### src/rtl/if_id_redirect_if.sv
// Fetch/decode boundary bundle: fetch outputs and hazard/redirect controls in,
// fetch steering and the IF/ID register contents out.
interface if_id_redirect_if;
  logic [31:0] if_pc;
  logic [31:0] if_pc8;
  logic [31:0] if_instr;
  logic        stall;
  logic        cmp_eq;
  logic [31:0] rs_val;
  logic        redirect_req;
  logic [31:0] redirect_pc;

  logic        ifu_enable;
  logic        ifu_npc_sel;
  logic [31:0] ifu_npc;
  logic [31:0] id_instr;
  logic [31:0] id_pc;
  logic [31:0] id_pc8;
  logic        id_valid;
  logic        id_adel;
  logic        id_in_slot;
  logic        id_slot_err;

  modport master (
    output if_pc, if_pc8, if_instr, stall, cmp_eq, rs_val, redirect_req, redirect_pc,
    input  ifu_enable, ifu_npc_sel, ifu_npc, id_instr, id_pc, id_pc8,
           id_valid, id_adel, id_in_slot, id_slot_err
  );

  modport slave (
    input  if_pc, if_pc8, if_instr, stall, cmp_eq, rs_val, redirect_req, redirect_pc,
    output ifu_enable, ifu_npc_sel, ifu_npc, id_instr, id_pc, id_pc8,
           id_valid, id_adel, id_in_slot, id_slot_err
  );
endinterface

### src/rtl/if_id_redirect.sv
// IF/ID pipeline register with ID-stage branch/jump resolution, fetch steering,
// delay-slot tracking and fetch address error flagging.
module if_id_redirect #(
  parameter logic [31:0] PC_BASE   = 32'h0000_3000,
  parameter int unsigned ROM_WORDS = 1024
) (
  input logic              clk,
  input logic              Reset,
  if_id_redirect_if.slave  bus
);

  localparam logic [32:0] PC_END = 33'(PC_BASE) + 33'(4 * ROM_WORDS);

  logic [31:0] id_instr_q, id_instr_d;
  logic [31:0] id_pc_q, id_pc_d;
  logic [31:0] id_pc8_q, id_pc8_d;
  logic        id_valid_q, id_valid_d;
  logic        id_adel_q, id_adel_d;
  logic        id_in_slot_q, id_in_slot_d;

  logic [5:0]  op;
  logic [5:0]  funct;
  logic        is_beq, is_bne, is_j, is_jal, is_jr, is_jalr;
  logic        is_cti, taken;
  logic [31:0] pc_plus4, br_target, j_target, target;
  logic        fetch_bad;

  assign op    = id_instr_q[31:26];
  assign funct = id_instr_q[5:0];

  assign is_beq  = id_valid_q & (op == 6'b000100);
  assign is_bne  = id_valid_q & (op == 6'b000101);
  assign is_j    = id_valid_q & (op == 6'b000010);
  assign is_jal  = id_valid_q & (op == 6'b000011);
  assign is_jr   = id_valid_q & (op == 6'b000000) & (funct == 6'b001000);
  assign is_jalr = id_valid_q & (op == 6'b000000) & (funct == 6'b001001);
  assign is_cti  = is_beq | is_bne | is_j | is_jal | is_jr | is_jalr;

  assign taken = (is_beq & bus.cmp_eq) | (is_bne & ~bus.cmp_eq)
               | is_j | is_jal | is_jr | is_jalr;

  assign pc_plus4  = id_pc_q + 32'd4;
  assign br_target = pc_plus4 + {{14{id_instr_q[15]}}, id_instr_q[15:0], 2'b00};
  assign j_target  = {pc_plus4[31:28], id_instr_q[25:0], 2'b00};

  always_comb begin
    target = br_target;
    if (is_j | is_jal)        target = j_target;
    else if (is_jr | is_jalr) target = bus.rs_val;
  end

  // Redirect beats stall so an exception is never lost behind a hazard.
  always_comb begin
    bus.ifu_enable  = 1'b0;
    bus.ifu_npc_sel = 1'b0;
    bus.ifu_npc     = id_pc8_q;
    if (bus.redirect_req) begin
      bus.ifu_npc_sel = 1'b1;
      bus.ifu_npc     = bus.redirect_pc;
    end else if (bus.stall) begin
      bus.ifu_enable  = 1'b1;
    end else if (taken) begin
      bus.ifu_npc_sel = 1'b1;
      bus.ifu_npc     = target;
    end
  end

  assign fetch_bad = (bus.if_pc[1:0] != 2'b00) | (bus.if_pc < PC_BASE)
                   | ({1'b0, bus.if_pc} >= PC_END);

  always_comb begin
    id_instr_d   = id_instr_q;
    id_pc_d      = id_pc_q;
    id_pc8_d     = id_pc8_q;
    id_valid_d   = id_valid_q;
    id_adel_d    = id_adel_q;
    id_in_slot_d = id_in_slot_q;
    if (bus.redirect_req) begin
      id_instr_d   = 32'd0;
      id_valid_d   = 1'b0;
      id_adel_d    = 1'b0;
      id_in_slot_d = 1'b0;
    end else if (!bus.stall) begin
      id_instr_d   = fetch_bad ? 32'd0 : bus.if_instr;
      id_pc_d      = bus.if_pc;
      id_pc8_d     = bus.if_pc8;
      id_valid_d   = 1'b1;
      id_adel_d    = fetch_bad;
      id_in_slot_d = is_cti;
    end
  end

  always_ff @(posedge clk) begin
    if (Reset) begin
      id_instr_q   <= 32'd0;
      id_pc_q      <= PC_BASE;
      id_pc8_q     <= PC_BASE + 32'd8;
      id_valid_q   <= 1'b0;
      id_adel_q    <= 1'b0;
      id_in_slot_q <= 1'b0;
    end else begin
      id_instr_q   <= id_instr_d;
      id_pc_q      <= id_pc_d;
      id_pc8_q     <= id_pc8_d;
      id_valid_q   <= id_valid_d;
      id_adel_q    <= id_adel_d;
      id_in_slot_q <= id_in_slot_d;
    end
  end

  assign bus.id_instr    = id_instr_q;
  assign bus.id_pc       = id_pc_q;
  assign bus.id_pc8      = id_pc8_q;
  assign bus.id_valid    = id_valid_q;
  assign bus.id_adel     = id_adel_q;
  assign bus.id_in_slot  = id_in_slot_q;
  assign bus.id_slot_err = id_valid_q & id_in_slot_q & is_cti;

endmodule

### src/flat_wrapper.sv
// flat-port wrapper written by rule: the top's interface ports become plain ports
module if_id_redirect_flat 
#(
  parameter logic [31:0] PC_BASE   = 32'h0000_3000,
  parameter int unsigned ROM_WORDS = 1024
)
  (clk, Reset, bus_if_pc, bus_if_pc8, bus_if_instr, bus_stall, bus_cmp_eq, bus_rs_val, bus_redirect_req, bus_redirect_pc, bus_ifu_enable, bus_ifu_npc_sel, bus_ifu_npc, bus_id_instr, bus_id_pc, bus_id_pc8, bus_id_valid, bus_id_adel, bus_id_in_slot, bus_id_slot_err);
  if_id_redirect_if bus_i ();
  input logic clk;
  input logic Reset;
  input wire logic [$bits(bus_i.if_pc)-1:0] bus_if_pc;
  input wire logic [$bits(bus_i.if_pc8)-1:0] bus_if_pc8;
  input wire logic [$bits(bus_i.if_instr)-1:0] bus_if_instr;
  input wire logic [$bits(bus_i.stall)-1:0] bus_stall;
  input wire logic [$bits(bus_i.cmp_eq)-1:0] bus_cmp_eq;
  input wire logic [$bits(bus_i.rs_val)-1:0] bus_rs_val;
  input wire logic [$bits(bus_i.redirect_req)-1:0] bus_redirect_req;
  input wire logic [$bits(bus_i.redirect_pc)-1:0] bus_redirect_pc;
  output wire logic [$bits(bus_i.ifu_enable)-1:0] bus_ifu_enable;
  output wire logic [$bits(bus_i.ifu_npc_sel)-1:0] bus_ifu_npc_sel;
  output wire logic [$bits(bus_i.ifu_npc)-1:0] bus_ifu_npc;
  output wire logic [$bits(bus_i.id_instr)-1:0] bus_id_instr;
  output wire logic [$bits(bus_i.id_pc)-1:0] bus_id_pc;
  output wire logic [$bits(bus_i.id_pc8)-1:0] bus_id_pc8;
  output wire logic [$bits(bus_i.id_valid)-1:0] bus_id_valid;
  output wire logic [$bits(bus_i.id_adel)-1:0] bus_id_adel;
  output wire logic [$bits(bus_i.id_in_slot)-1:0] bus_id_in_slot;
  output wire logic [$bits(bus_i.id_slot_err)-1:0] bus_id_slot_err;
  assign bus_i.if_pc = bus_if_pc;
  assign bus_i.if_pc8 = bus_if_pc8;
  assign bus_i.if_instr = bus_if_instr;
  assign bus_i.stall = bus_stall;
  assign bus_i.cmp_eq = bus_cmp_eq;
  assign bus_i.rs_val = bus_rs_val;
  assign bus_i.redirect_req = bus_redirect_req;
  assign bus_i.redirect_pc = bus_redirect_pc;
  assign bus_ifu_enable = bus_i.ifu_enable;
  assign bus_ifu_npc_sel = bus_i.ifu_npc_sel;
  assign bus_ifu_npc = bus_i.ifu_npc;
  assign bus_id_instr = bus_i.id_instr;
  assign bus_id_pc = bus_i.id_pc;
  assign bus_id_pc8 = bus_i.id_pc8;
  assign bus_id_valid = bus_i.id_valid;
  assign bus_id_adel = bus_i.id_adel;
  assign bus_id_in_slot = bus_i.id_in_slot;
  assign bus_id_slot_err = bus_i.id_slot_err;
  if_id_redirect #(.PC_BASE(PC_BASE), .ROM_WORDS(ROM_WORDS)) u_core (.clk(clk), .Reset(Reset), .bus(bus_i));
endmodule
### config.mk
export PLATFORM = sky130hd
export DESIGN_NAME = if_id_redirect_flat
export DESIGN_NICKNAME = d
export VERILOG_FILES = /design/src/rtl/if_id_redirect_if.sv /design/src/rtl/if_id_redirect.sv /design/src/flat_wrapper.sv
export SDC_FILE = /design/constraint.sdc
export NUM_CORES = 1
export LEC_CHECK = 0
export ABC_CLOCK_PERIOD_IN_PS = 5300
export CAP_MARGIN = 10
export CORE_MARGIN = 2
export CORE_UTILIZATION = 44
export CTS_BUF_LIST = sky130_fd_sc_hd__clkbuf_8
export CTS_CLUSTER_DIAMETER = 200
export DETAILED_ROUTE_END_ITERATION = 6
export GPL_TIMING_DRIVEN = 0
export PLACE_DENSITY = 0.81
export SYNTH_ARGS = -nofsm -noshare
export SYNTH_HDL_FRONTEND = slang
export SYNTH_SLANG_ARGS = --single-unit
### constraint.sdc
create_clock -name clk -period 5.3 [get_ports clk]
set_input_delay 1.06 -clock clk [delete_from_list [all_inputs] [get_ports clk]]
set_output_delay 1.06 -clock clk [all_outputs]
set_load 0.01 [all_outputs]
==> summary.txt, run 1 <==
Clocking
  • Clk root buf: clkbuf_8
  • Clk sinks: 99
  • CTS tree: yes
  • H-tree levels: 3
  • Clk Latency, worst-skew pair: 0.39 ns
  • Reg clk slew, reported paths: 0.10 ns
  • Num CTS Buffers: 9
  • Worst-case clock buffer depth: 2
  • Cts hold-fix bufs: 0

Timing
  • Setup TNS: 0 ns
  • Fin. Hold Viols: 0
  • Max Clock Skew: 0.00995 ns
  • Fmax: 194 MHz
  • Min Tclk post-route: 5.15 ns
  • Worst Tran Pin Value: 1.13 ns
  • Final critical-path share of the clock period: 97.1%
  • Rel. slew slack: 24.6%
  • Slew Viols, Final: 0
  • Setup Viol. Count Final: 0

Synthesis
  • Sequential share of the synthesized area: 28.4%
  • List of most frequent post-synthesis cells: nand2_1, a21oi_1, dfxtp_1
  • Seq cells post-synth: 99
  • Post-synth EDFFs: 0
  • Yosys cell types: 70
  • Top_reg_cell synth: dfxtp_1
  • Synthesized cell area: 0.00697 mm2
  • YS warnings: 0
  • Count leader, synth: nand2_1
  • Post-synth top area share: 28.4%
  • Top cells by area, synth: dfxtp_1, nand2_1, a21oi_1
  • Mapped Nets: 1166
  • Synth area leader: dfxtp_1
  • Syn Inst Count: 965
  • Avg Cell Area, Syn: 7.22 um2
  • Asr flop ratio synth: 0%

Layout
  • Layout cells sized above 1: 7.56%
  • Area Growth Syn to Fin: 54.7%
  • Ant diodes: 0
  • Final nets: 1493
  • Core Util, Final: 68.9%
  • Fillcell total: 1395

Global routing
  • Vias in the first global route: 7803
  • Grt ovf: 0
  • Largest net degree at the start of global routing: 22
  • GRT Overall Usage: 34.2%
  • Initial antenna violation count: 0
  • First-pass GRT wire length: 43.7 mm

Power
  • LEAKAGE: 0.00416 uW
  • Pwr Density: 157 mW/mm2
  • Post-layout power: 1700 uW
  • Worst VDD drop: 0.140 mV

Setup path
  • CP peak stage delay: 0.50 ns
  • CP max stage cell: clkdlybuf4s50_1
  • Critical-path cell list: nand2_1 -> nor2_1 -> and3_1 -> nand2b_1 -> xnor2_2 -> ha_1 -> a21o_1 -> a211oi_2 -> o211ai_1 -> a21oi_2 -> nor3b_1 -> or3_1 -> a21oi_2 -> o21ai_0 -> clkdlybuf4s50_1
  • CP Data Required Time: 4.24 ns
  • WP data arrival: 4.09 ns
  • Critical Path End Type: output port
  • Worst Path Max Fanout: 7
  • Crit Path Category: reg2out
  • CP startpoint kind: flip-flop
  • Crit path top cell by count: a21oi_2

Floorplan
  • Die ar.: 0.0169 mm2
  • Starting Density: 44.5%
  • # IOs: 299
  • Die X: 130 um
  • Die span in y: 130 um
  • CORE AREA: 0.0157 mm2
  • Row count: 46

Drt
  • Routed vias/inst: 5.80
  • Antenna Violating Nets Remaining: 0
  • Drt pass-1 iters: 5
  • Vias after detailed routing: 8779
  • DR DRC count: 0
  • Avg WL per Cell: 20.1 um
  • DRT iter0 DRCs: 856
  • Routed WL: 30.4 mm

Status
  • Outcome: completed

Place
  • Final GP Congestion: 0.951
  • DP HPWL: 23.9 mm
  • # port buffers: 297

Hold path
  • Hold Crit Class: reg2reg

Run
  • Max-cap violation count: 0
[final timing paths]
kind                                                      endpoint  cells past startpoint                                  from  slack, ns
worst max-delay path                               bus_ifu_npc[24]                     15      u_core.bus.id_pc[3]$_SDFFE_PP0P_       0.15
worst max register to register  u_core.bus.id_in_slot$_SDFFE_PP0N_                      8  u_core.bus.id_instr[31]$_SDFFE_PP0N_       3.28
worst min-delay path             u_core.bus.id_pc8[5]$_SDFFE_PP0P_                      2     u_core.bus.id_pc8[5]$_SDFFE_PP0P_       0.48
worst min register to register   u_core.bus.id_pc8[5]$_SDFFE_PP0P_                      2     u_core.bus.id_pc8[5]$_SDFFE_PP0P_       0.48
[routing by layer]
layer / global-route usage [%] / up-vias / part of all wire (%)
li1: - / 4115 / -
met1: 44.4 / 4154 / 40
met2: 55.9 / 432 / 46
met3: 7.09 / 78 / 9.0
met4: 13.1 / 0 / 4.1
met5: 0 / - / 0
[layout by cell type, fill, tap and decap left out, types with 21 or more instances in the layout]
master	instances
a21oi_1	125
ha_1	32
nand2_1	212
clkbuf_1	46
o21ai_0	28
nor2_1	82
nand3_1	21
clkdlybuf4s50_1	290
a22oi_1	38
xnor2_1	28
dfxtp_1	82
[logic make-up after synthesis]
logic type,after synthesis,share of synthesized area [%]
AOI/OAI and AO/OA,293,26.9
xor gates and xnor gates,51,6.41
adders and majority gates,36,6.57
buffers and inverters,68,4.06
DFF,99,28.4
muxes,1,0.144
and+or+nand+nor,417,27.5
[critical path, delay by kind of cell, from the launching register on]
family | cells | cell delay (ns)
AO/OA/AOI/OAI | 6 | 1.13
XOR/XNOR | 1 | 0.17
AND/OR/NAND/NOR | 6 | 1.16
flip-flops | 1 | 0.44
adder cells (fa/ha/maj) | 1 | 0.31
buffers and inverters | 1 | 0.50
[layout make-up]
cell class              count  area, um2  area share [%]
clock inverters             5       28.8           0.267
plain buffers              55        235            2.18
clock buffers              11        151            1.40
repair buffers            316       3120            29.0
flip-flops and latches     99       2020            18.8
well taps                 216        270            2.51
multi-input cells         798       4900            45.5
inverters                  13       48.8           0.453
[state kept, by name, indices dropped and copies added, names as in the netlist]
signal                 cells
u_core.bus.id_pc8         32
u_core.bus.id_pc          32
u_core.bus.id_in_slot      1
u_core.bus.id_adel         1
u_core.bus.id_valid        1
u_core.bus.id_instr       32
[where the power goes]
group | switching, uW | internal [uW]
clock network | 278 | 193
logic | 188 | 239
registers | 32.5 | 766
total | 498 | 1200
[what timing repair did]
| item | CTS | global route |
|---|---|---|
| setup buffers | 7 | 12 |
| cloned | 0 | 0 |
| pin swaps | 7 | 13 |
| resized for setup | 32 | 37 |
| endpoints found under the setup margin | 13 | 14 |
[metrics by stage]
stage,worst slack [ns],instance area (um2),hold slack [ns],std cells
floorplan,0.849,6970,0.488,965
global placement,-0.312,10200,0.458,1478
detailed placement,-0.344,10200,0.465,1478
CTS,-0.0554,10500,0.479,1501
global route,-0.0357,10800,0.496,1513
finish,0.155,10800,0.480,1513
Note: power is estimated with default switching activity, not from simulation.
==> run 2: changes to the inputs <==
--- a/config.mk
+++ b/config.mk
@@ -6,7 +6,6 @@
 export NUM_CORES = 1
 export LEC_CHECK = 0
 export ABC_CLOCK_PERIOD_IN_PS = 5300
-export CAP_MARGIN = 10
 export CORE_MARGIN = 2
 export CORE_UTILIZATION = 44
 export CTS_BUF_LIST = sky130_fd_sc_hd__clkbuf_8
==> results of run 2 <==
Same layout as run 1: the final DEF is identical, and so are final timing and power.
==> variant (flow settings as in run 1) <==
Make the reset (`Reset`) asynchronous in one clocked block.
--- a/src/rtl/if_id_redirect.sv
+++ b/src/rtl/if_id_redirect.sv
@@ -91,5 +91,5 @@
   end
 
-  always_ff @(posedge clk) begin
+  always_ff @(posedge clk or posedge Reset) begin
     if (Reset) begin
       id_instr_q   <= 32'd0;
Check against the original RTL: differs if Reset is asserted again (counterexample within 4 cycles, from zero or initial values and one cycle with Reset high); with Reset held inactive, the same outputs for 4 cycles.
==> variant against run 1 <==
Wire length fell by 4.3%. Setup slack lost 110 ps. Maximum frequency is 2.2% lower. Sequential share of layout area up 3.8 points. Core utilization is 0.30 points higher. Register-to-register slack barely moved. Cell area grew 2.6%. Sequential cell count unchanged. Synthesized cell count down 17%. Area after synthesis increased by 4.0%.
Power is not compared: it rests on default switching activity, and its combinational part moved more than twofold at a synthesized area within 25%.
==> variant: results (changes against run 1) <==
Clock tree
  • Max H-tree Level: 3 (unchanged)
  • Clk_lat worst skew: 400 ps
  • CTS clk-pin slew, worst paths: 100 ps (about the same)
  • Num CTS Buffers: 9 (unchanged)
  • Clock Tree Root: clkbuf_8
  • Clk buf depth: 2 (unchanged)

Power
  • Sw frac: 0.3388
  • Sequential cell power: 0.914 mW
  • Peak supply drop: 138.1 uV
  • P_leak: 4.693 nW
  • Switching power: 0.7685 mW

Detailed routing
  • DR iter-0 viols: 633 (-26%)
  • Drt wl/cell: 21.39 um (+6.5%)
  • Via count: 7,835 (-11%)
  • 1st-pass router iterations: 6 (+1)

Placed design
  • HPWL after DPL: 22,660 um (-5.3%)
  • I/O Buffers: 296 (-0.34%)
  • GPL Wtd Cong: 0.9253 (-2.7%)
  • Placed cells: 1,317 (-11%)
  • Dpl ws: -221.7 ps (+122.6 ps)
  • Dpl cell area: 10,510 um2 (+2.9%)

Yosys
  • Synthesized Nets: 1,005 (-14%)
  • Synth top area share: 0.3246 (+0.04026)
  • Post-Syn Instances: 804 (-17%)
  • Sequential-to-total area share from yosys stat: 0.3427 (+0.05838)
  • Top cells by area, synth: dfrtp_1 (32%), mux2_2 (8.9%), ha_1 (6.0%)
  • Number of synthesized flops with an enable pin: 0 (unchanged)
  • Distinct cells, synth: 73 (+4.3%)
  • FFs w/ async S/R, synth: 1.000 (+1.000)
  • Synth Flop Type: dfrtp_1
  • Number of synthesis warnings: 0 (unchanged)
  • Top cells by count, synth: nand2_1 (99), dfrtp_1 (94), a21oi_1 (67)

Global route
  • Tot GR Track Use: 0.3217 (-0.02012)
  • First-pass GRT wire length: 43,570 um (-0.21%)
  • Largest net degree at the start of global routing: 65 (+200%)
  • GRT met3 Usage: 0.06036 (-0.01057)
  • Antenna violations before repair: 4 (+4)
  • Global routing usage on met2: 0.5268 (-0.03252)
  • Met1 GRT Util: 0.4058 (-0.03822)
  • Vias in the first global route: 7,612 (-2.4%)

Final layout
  • Share of cells above drive strength 1: 0.1608 (+0.08525)
  • Non-filler cells, final: 1,359 (-10%)
  • Filler cells: 1,345 (-3.6%)

Critical path
  • Slowest CP cell: dfstp_2
  • Worst-path maximum fanout: 6 (-1)
  • Crit-path leading delay family: simple AND/OR/NAND/NOR gates
  • Max incr delay on CP: 570 ps (+70 ps)
  • Arr. time, crit path: 4200 ps (+110 ps)

Worst hold path
  • HP Class: reg2reg

STA
  • Rel. slew slack: 0.1099 (-0.1362)
  • Clk_skew: 8.029 ps (-1.926 ps)

Status
  • Status: complete, no violations
[variant: timing repair]
| item | in CTS | in global routing |
|---|---|---|
| resized for setup | 40 | 43 |
| buffers inserted | 5 | 20 |
| pin swaps | 8 | 22 |
| setup endpoints to repair | 18 | 20 |
| hold buffers | 0 | 0 |
[variant: layer usage]
layer / up-vias / wire length [um]
met5: - / 0
met4: 0 / 1273
li1: 3640 / -
met3: 78 / 2216
met2: 415 / 13680
met1: 3702 / 11900
[variant: worst paths after layout]
check	from	cells past startpoint	end	slack (ps)
min in group asynchronous	Reset	2	u_core.bus.id_instr[8]	1030
max in group asynchronous	Reset	3	u_core.bus.id_pc8[13]	3540
worst max-delay path	u_core.bus.id_pc[13]	15	bus_ifu_npc[30]	40
worst max register to register	u_core.bus.id_instr[5]	6	u_core.bus.id_in_slot	3290
worst min register to register	u_core.bus.id_adel	2	u_core.bus.id_adel	490
worst min-delay path	u_core.bus.id_adel	2	u_core.bus.id_adel	490
[variant: cell type report]
| type | count | area (um2) | share of cell area |
|---|---|---|---|
| Buffer | 45 | 214.0 | 0.01933 |
| Multi-Input combinational cell | 640 | 4671 | 0.4220 |
| Inverter | 16 | 62.56 | 0.005653 |
| Sequential cell | 99 | 2492 | 0.2252 |
| Timing Repair Buffer | 322 | 3159 | 0.2855 |
| Tap cell | 216 | 270.3 | 0.02442 |
| Clock buffer | 10 | 137.6 | 0.01244 |
| Clock inverter | 6 | 47.55 | 0.004296 |
| Antenna cell | 5 | 12.51 | 0.001131 |
[variant: logic make-up after synthesis]
| group | synth area share |
|---|---|
| flip-flops | 0.3427 |
| XOR/XNOR | 0.05922 |
| AO/OA/AOI/OAI | 0.2333 |
| AND/OR/NAND/NOR | 0.1690 |
| multiplexers | 0.09410 |
| buffers and inverters | 0.03850 |
| adder cells (fa/ha/maj) | 0.06319 |
